File: config.mk
export PLATFORM = sky130hd
export DESIGN_NAME = hazard_controller
export DESIGN_NICKNAME = d
export VERILOG_FILES = /design/src/rtl/hazard_controller.sv
export SDC_FILE = /design/constraint.sdc
export NUM_CORES = 1
export LEC_CHECK = 0
export CAP_MARGIN = 20
export CORE_UTILIZATION = 40
export CTS_CLUSTER_DIAMETER = 40
export DETAILED_ROUTE_END_ITERATION = 12
export PLACE_DENSITY = 0.64
export SYNTH_ARGS = -nofsm -noshare
export SYNTH_HDL_FRONTEND = slang
export SYNTH_SLANG_ARGS = --single-unit
export TNS_END_PERCENT = 30
File: constraint.sdc
create_clock -name clk -period 2.4 [get_ports clk]
set_input_delay 0.24 -clock clk [delete_from_list [all_inputs] [get_ports clk]]
set_output_delay 0.24 -clock clk [all_outputs]
set_load 0.01 [all_outputs]
File: src/rtl/hazard_controller.sv
// Pipeline hazard controller: operand bypass selection, load-use stall/bubble,
// mispredict flush and cache freeze, with saturating stall/flush counters.
module hazard_controller (
    input  logic        clk,
    input  logic        reset,
    input  logic [4:0]  id_rs,
    input  logic [4:0]  id_rt,
    input  logic        id_valid,
    input  logic        id_uses_rt,
    input  logic [4:0]  id_write_reg,
    input  logic        id_reg_write,
    input  logic        id_is_load,
    input  logic        mispredict,
    input  logic        cache_stall,
    output logic [1:0]  bypass_1,
    output logic [1:0]  bypass_2,
    output logic        stall,
    output logic        bubble,
    output logic        flush,
    output logic [15:0] stall_cycles,
    output logic [15:0] flush_count,
    output logic [1:0]  fsm_state
);

    typedef enum logic [1:0] {
        RUN      = 2'd0,
        LU_STALL = 2'd1,
        FLUSH    = 2'd2,
        FREEZE   = 2'd3
    } state_t;

    state_t state;
    state_t resume_state;
    state_t eff_state;

    logic [4:0] ex_rs, ex_rt, ex_dst;
    logic       ex_uses_rt, ex_wr, ex_load;
    logic [4:0] mem_dst;
    logic       mem_wr, mem_load;
    logic [4:0] wb_dst;
    logic       wb_wr;
    logic       load_use;

    // A loaded value is not available in MEM yet, so only WB may forward it.
    function automatic logic [1:0] fwd_sel(
        input logic [4:0] src,
        input logic       src_used,
        input logic [4:0] m_dst,
        input logic       m_wr,
        input logic       m_load,
        input logic [4:0] w_dst,
        input logic       w_wr
    );
        logic [1:0] sel;
        sel = 2'b00;
        if (src_used && src != 5'd0) begin
            if (m_wr && m_dst == src && !m_load)
                sel = 2'b01;
            else if (w_wr && w_dst == src)
                sel = 2'b10;
        end
        return sel;
    endfunction

    assign bypass_1  = fwd_sel(ex_rs, 1'b1, mem_dst, mem_wr, mem_load, wb_dst, wb_wr);
    assign bypass_2  = fwd_sel(ex_rt, ex_uses_rt, mem_dst, mem_wr, mem_load, wb_dst, wb_wr);
    assign fsm_state = state;

    assign load_use = id_valid && ex_load && ex_wr && (ex_dst != 5'd0) &&
                      ((ex_dst == id_rs) || (id_uses_rt && (ex_dst == id_rt)));

    // While frozen with cache_stall already released, act as the pre-freeze state.
    always_comb begin
        eff_state = (state == FREEZE) ? resume_state : state;
        stall     = 1'b0;
        bubble    = 1'b0;
        flush     = 1'b0;
        if (cache_stall) begin
            stall = 1'b1;
        end else if (mispredict && eff_state != FLUSH) begin
            flush = 1'b1;
        end else if (load_use && eff_state != FLUSH) begin
            stall  = 1'b1;
            bubble = 1'b1;
        end
    end

    always_ff @(posedge clk) begin
        if (reset) begin
            state        <= RUN;
            resume_state <= RUN;
            ex_rs        <= '0;
            ex_rt        <= '0;
            ex_dst       <= '0;
            ex_uses_rt   <= 1'b0;
            ex_wr        <= 1'b0;
            ex_load      <= 1'b0;
            mem_dst      <= '0;
            mem_wr       <= 1'b0;
            mem_load     <= 1'b0;
            wb_dst       <= '0;
            wb_wr        <= 1'b0;
        end else if (cache_stall) begin
            if (state != FREEZE)
                resume_state <= state;
            state <= FREEZE;
        end else if (flush) begin
            ex_rs      <= '0;
            ex_rt      <= '0;
            ex_dst     <= '0;
            ex_uses_rt <= 1'b0;
            ex_wr      <= 1'b0;
            ex_load    <= 1'b0;
            mem_dst    <= '0;
            mem_wr     <= 1'b0;
            mem_load   <= 1'b0;
            wb_dst     <= mem_dst;
            wb_wr      <= mem_wr;
            state      <= FLUSH;
        end else begin
            if (id_valid && !bubble) begin
                ex_rs      <= id_rs;
                ex_rt      <= id_rt;
                ex_dst     <= id_write_reg;
                ex_uses_rt <= id_uses_rt;
                ex_wr      <= id_reg_write;
                ex_load    <= id_is_load;
            end else begin
                ex_rs      <= '0;
                ex_rt      <= '0;
                ex_dst     <= '0;
                ex_uses_rt <= 1'b0;
                ex_wr      <= 1'b0;
                ex_load    <= 1'b0;
            end
            mem_dst  <= ex_dst;
            mem_wr   <= ex_wr;
            mem_load <= ex_load;
            wb_dst   <= mem_dst;
            wb_wr    <= mem_wr;
            state    <= bubble ? LU_STALL : RUN;
        end
    end

    always_ff @(posedge clk) begin
        if (reset) begin
            stall_cycles <= '0;
            flush_count  <= '0;
        end else begin
            if (stall && stall_cycles != 16'hFFFF)
                stall_cycles <= stall_cycles + 16'd1;
            if (flush && flush_count != 16'hFFFF)
                flush_count <= flush_count + 16'd1;
        end
    end

endmodule

Word-level counts from Yosys, hierarchy flattened:

Index checks and enable logic that the tools add are counted.

* register bits: 67
* latch bits: 0
* RAM bits: 0
* ROM bits: 0
* bits of input ports: 23
* output and inout port bits: 41
* memories: 0

* add/sub/neg operators: 2
* multiply operators: 0
* div/mod/pow operators: 0
* order comparisons: 0
* eq/ne operators: 11
* shift operators: 0
* mux-type cells: 31
* bitwise logic cells: 0
* reduce and logical (&&, ||, !) cells: 24

Operator list (count)
* $mux 5: 7
* $add 16x1->16 const B: 2
* $ne 16x16->1 const B: 2
* $eq 5x5->1: 6
* $mux 2: 9
* $logic_and 1x1->1: 17
* $mux 1: 15
* $reduce_bool 5->1: 3
* $ne 2x2->1 const B: 2
* $eq 2x2->1 const B: 1
* $logic_not 1->1: 2
* $reduce_and 2->1: 1
* $logic_or 1x1->1: 1

Longest topological paths before layout:

* depth in word-level cells: 12
* mapped depth: 8

Least setup slack after synthesis:

No wires, ideal clock.

* path type: register -> register
* start point: register stall_cycles[6]
* end point: register stall_cycles[14]
* library setup time: 121 ps
* arrival: 1839 ps
* data required time: 2279 ps
* setup slack: 440 ps
* cell stages (with the launch flop): 8
* path through: dfxtp_1 -> and3_1 -> and3_1 -> nand3_1 -> nor3_1 -> buf_4 -> nor4_1 -> mux2_2

* word-level cells in the longest chain between the ends: 2
* elaborated cells on any way between the ends: 3

Ends and longest elaborated chain
* from (decl): RTL line 20 `output logic [15:0] stall_cycles,`
* from (signal assigned): RTL line 151 `stall_cycles <= stall_cycles + 16'd1;`
* branches (longest 2 deep; another with $add 16x1->16)

Parallel ways; which one is timed is not known.
A chain may end at the register's enable or synchronous reset.

Worst setup path after layout:

* start point: register ex_rs[1]
* end point: output bypass_1[1]

* word-level cells in the longest chain between the ends: 5
* elaborated cells on any way between the ends: 9

Ends and longest elaborated chain
* from (decl): RTL line 36 `logic [4:0] ex_rs, ex_rt, ex_dst;`
* from (signal assigned): RTL line 122 `ex_rs <= id_rs;`
* $eq 5x5->1 (on tied branches): RTL line 59, 57
* $logic_and 1x1->1 (on tied branches): RTL line 59, 57
* $mux 2 / $logic_and 1x1->1 (equally long branches): RTL line 59, 57
* $mux 2: RTL line 57 `if (m_wr && m_dst == src && !m_load)`
* $mux 2 (*): RTL line 56 `if (src_used && src != 5'd0) begin`
* to (decl): RTL line 15 `output logic [1:0] bypass_1,`

Every way passes the cells marked *; elsewhere a longest branch is shown, timed or not.

==> impl_metrics.env <==
export IMPL_hold_viol_final=0
export IMPL_synth_edf_count=0
export IMPL_worstHoldEndpoint="flush_count[14]"
export IMPL_path_cells="or4_1, nor2_1, nor4_1, o21a_1, clkdlybuf4s50_1"
export IMPL_cp_end_kind="output port"
export IMPL_io_pins=64
export IMPL_cp_top_family="simple AND/OR/NAND/NOR gates"
export IMPL_cts_buffer_depth=2
export IMPL_avgSynthCellArea_um2=8.83
export IMPL_cts_tree="yes"
export IMPL_arrival_ns=2.01
export IMPL_cts_sinks=67
export IMPL_yosys_warnings=0
export IMPL_ys_flop_type="dfxtp_1"
export IMPL_dr_first_iter_drc_count=111
export IMPL_vdd_drop_max_v=0.000323
export IMPL_die_w_um=92.0
export IMPL_final_core_util_pct=54.8
export IMPL_post_cts_setup_buffers=0
export IMPL_setup_violations=0
export IMPL_crit_path_start_kind="flip-flop"
export IMPL_rrSetupSlack_ns=0.31
export IMPL_path_clk_slew_ns=0.08
export IMPL_whs_path_depth=2
export IMPL_crit_path_max_incr_delay_ns=0.54
export IMPL_timing_final_crit_share_pct=93.9
export IMPL_top_layer="met4"
export IMPL_rsz0062_at_grt="no"
export IMPL_maxSlewViolCount=0
export IMPL_min_path_type="in -> reg"
export IMPL_routed_wl_met2_mm=3.76
export IMPL_async_flop_share_pct=0
export IMPL_diodes=0
export IMPL_vias=2834
export IMPL_layout_commonest_cell="dfxtp_1"
export IMPL_synth_nets=392
export IMPL_criticalPathCategory="reg -> out"
export IMPL_fin_setup_tns_ns=0
export IMPL_ys_seq_area_share_pct=41.4
export IMPL_worst_pin_slew_ns=0.626
export IMPL_grt_pass1_wl_mm=12.7
export IMPL_syn_inst=367
export IMPL_crit_fanout=4
export IMPL_gr_usage_all_layers_pct=18.8
export IMPL_grt_pass1_vias=2708
export IMPL_via_per_inst=5.26
export IMPL_wl_met1_mm=3.39
export IMPL_cts_root_buf="clkbuf_8"
export IMPL_skew_ns=0.0141
export IMPL_die_h_um=92.0
export IMPL_drv_cap=0
export IMPL_drtPass1Iterations=4
export IMPL_ctsHoldBuffers=0
export IMPL_fmax_ghz=0.444
export IMPL_r2r_end="ex_rs[4]"
export IMPL_ant_nets=0
export IMPL_min_from="reset"
export IMPL_start_util_pct=41.7
export IMPL_final_nets=457
export IMPL_final_cell_mix="dfxtp_1 (63), nor2_1 (62), clkdlybuf4s50_1 (60), a22oi_1 (25), xnor2_1 (24)"
export IMPL_core_um2=7770
export IMPL_maxSlewHeadroom_pct=58.3
export IMPL_wl_mm=7.59
export IMPL_finalCriticalPeriod_ns=2.25
export IMPL_wl_per_cell_um=14.1
export IMPL_drc=0
export IMPL_netlist_area_um2=3240
export IMPL_dp_hpwl_mm=5.38
export IMPL_die_area_um2=8460
export IMPL_p_leak_nw=1.54
export IMPL_p_per_area_nw_per_um2=564
export IMPL_crit_buf_inv=1
export IMPL_met3WireLength_um=374
export IMPL_antenna_found_initial=0
export IMPL_r2r_start="ex_dst[1]"
export IMPL_ys_ff_latch=67
export IMPL_outcome="completed"
export IMPL_r2r_cells=8
export IMPL_fin_total_pwr_w=0.00240
export IMPL_cp_slowest_cell="or4_1"
export IMPL_fp_row_count=32
export IMPL_cp_required_ns=2.16
export IMPL_ys_types=39
export IMPL_grt_remaining_overflow=0
export IMPL_cts_htree_levels=3
export IMPL_drive_above_1_share_pct=10.3
export IMPL_grt_max_degree=40
export IMPL_gp_congestion=0.773
export IMPL_area_growth_pct=31.5
export IMPL_numCtsBuffers=9
export IMPL_numPortBuffers=63
export IMPL_clock_latency_ns=0.34
-- cells by family (layout without fill, tap and decap cells) --
group	Yosys count	after routing	share of synthesized area [%]
flip-flops	67	67	41.4
multiplexers	11	11	3.55
XOR/XNOR	44	44	11.9
adder cells (fa/ha/maj)	2	2	0.772
AND/OR/NAND/NOR	162	162	25.4
AO/OA/AOI/OAI	56	56	13.1
buffers and inverters	25	95	3.94
-- routing by layer --
metal  track usage, %  vias to the layer above
li1                 -                     1443
met1             23.0                     1329
met2             31.4                       56
met3             6.05                        6
met4             5.73                        0
met5                0                        -
-- worst register-to-register path, cell delays in order, from the launching register on --
cell	delay, ns
dfxtp_2	0.36
or4_4	0.55
nor2_4	0.12
nor3_4	0.05
buf_4	0.14
a2111oi_4	0.41
buf_12	0.21
a22oi_1	0.08
nor2_1	0.10
-- through the flow --
step                      hold slack [ns]  instance area (um^2)  cells  worst slack (ns)
after CTS                           0.409                  4230    539          -0.00481
after global placement              0.474                  4010    523            0.0356
after floorplan                     0.384                  3240    367             0.440
after detailed placement            0.488                  4010    523            0.0224
final                               0.410                  4260    539             0.146
after global routing                0.409                  4260    539            0.0399
-- synthesized netlist by cell type (3+ instances only) --
library cell  instances  area share, %
buf_2                 3           0.46
o21ai_0               3           0.46
and3_1                9            1.7
nand2_1              18            2.1
nand3_1              15            2.3
nand4_1              11            2.1
nor4_1                7            1.4
or4_1                12            2.8
nor3_1                7            1.1
o31ai_1               9            2.1
clkbuf_1              9            1.0
a21oi_1              12            1.9
xnor2_1              25            6.8
xor2_1               19            5.1
dfxtp_1              67             41
a22oi_1              25            5.8
and4_1                4            1.1
inv_1                 5           0.58
mux2i_1               7            2.2
nor2b_1               8            1.5
mux2_2                4            1.4
nor2_1               63            7.3
buf_4                 6            1.4
-- state kept, by name (all words and copies together) (netlist names) --
name	count
mem_load	1
ex_wr	1
ex_uses_rt	1
ex_load	1
wb_dst	5
mem_wr	1
flush_count	16
resume_state	2
fsm_state	2
ex_dst	5
stall_cycles	16
ex_rt	5
mem_dst	5
wb_wr	1
ex_rs	5
-- repair_timing --
action / CTS / global route
gates resized for setup: 6 / 6
endpoints found under the setup margin: 2 / 1
pin swaps: 0 / 1
-- report_power, final --
| group | total [W] | switching [W] | internal, W |
|---|---|---|---|
| combinational | 0.000225 | 0.000111 | 0.000114 |
| clock | 0.00102 | 0.000441 | 0.000581 |
| sequential | 0.00116 | 0.0000244 | 0.00113 |
-- worst max-delay path by stage --
stage               startpoint  slack (ns)               end  cells after the start
2_1_floorplan  stall_cycles[6]        0.44  stall_cycles[14]                      7
3_5_place_dp          id_rs[4]        0.02  stall_cycles[15]                      8
5_1_grt               ex_rs[1]        0.04       bypass_1[1]                      5
3_3_place_gp          id_rs[0]        0.04            bubble                      8
6_report              ex_rs[1]        0.15       bypass_1[1]                      5
4_1_cts        resume_state[0]      -0.005            bubble                      8
-- final cells by class --
cell class	count	area, um^2
Fill cell	723	3510
Clock inverter	7	92.6
Timing Repair Buffer	74	747
Tap cell	102	128
Multi-Input combinational cell	275	1800
Sequential cell	67	1350
Inverter	5	18.8
Clock buffer	9	124
Note: power is estimated with default switching activity, not from simulation.
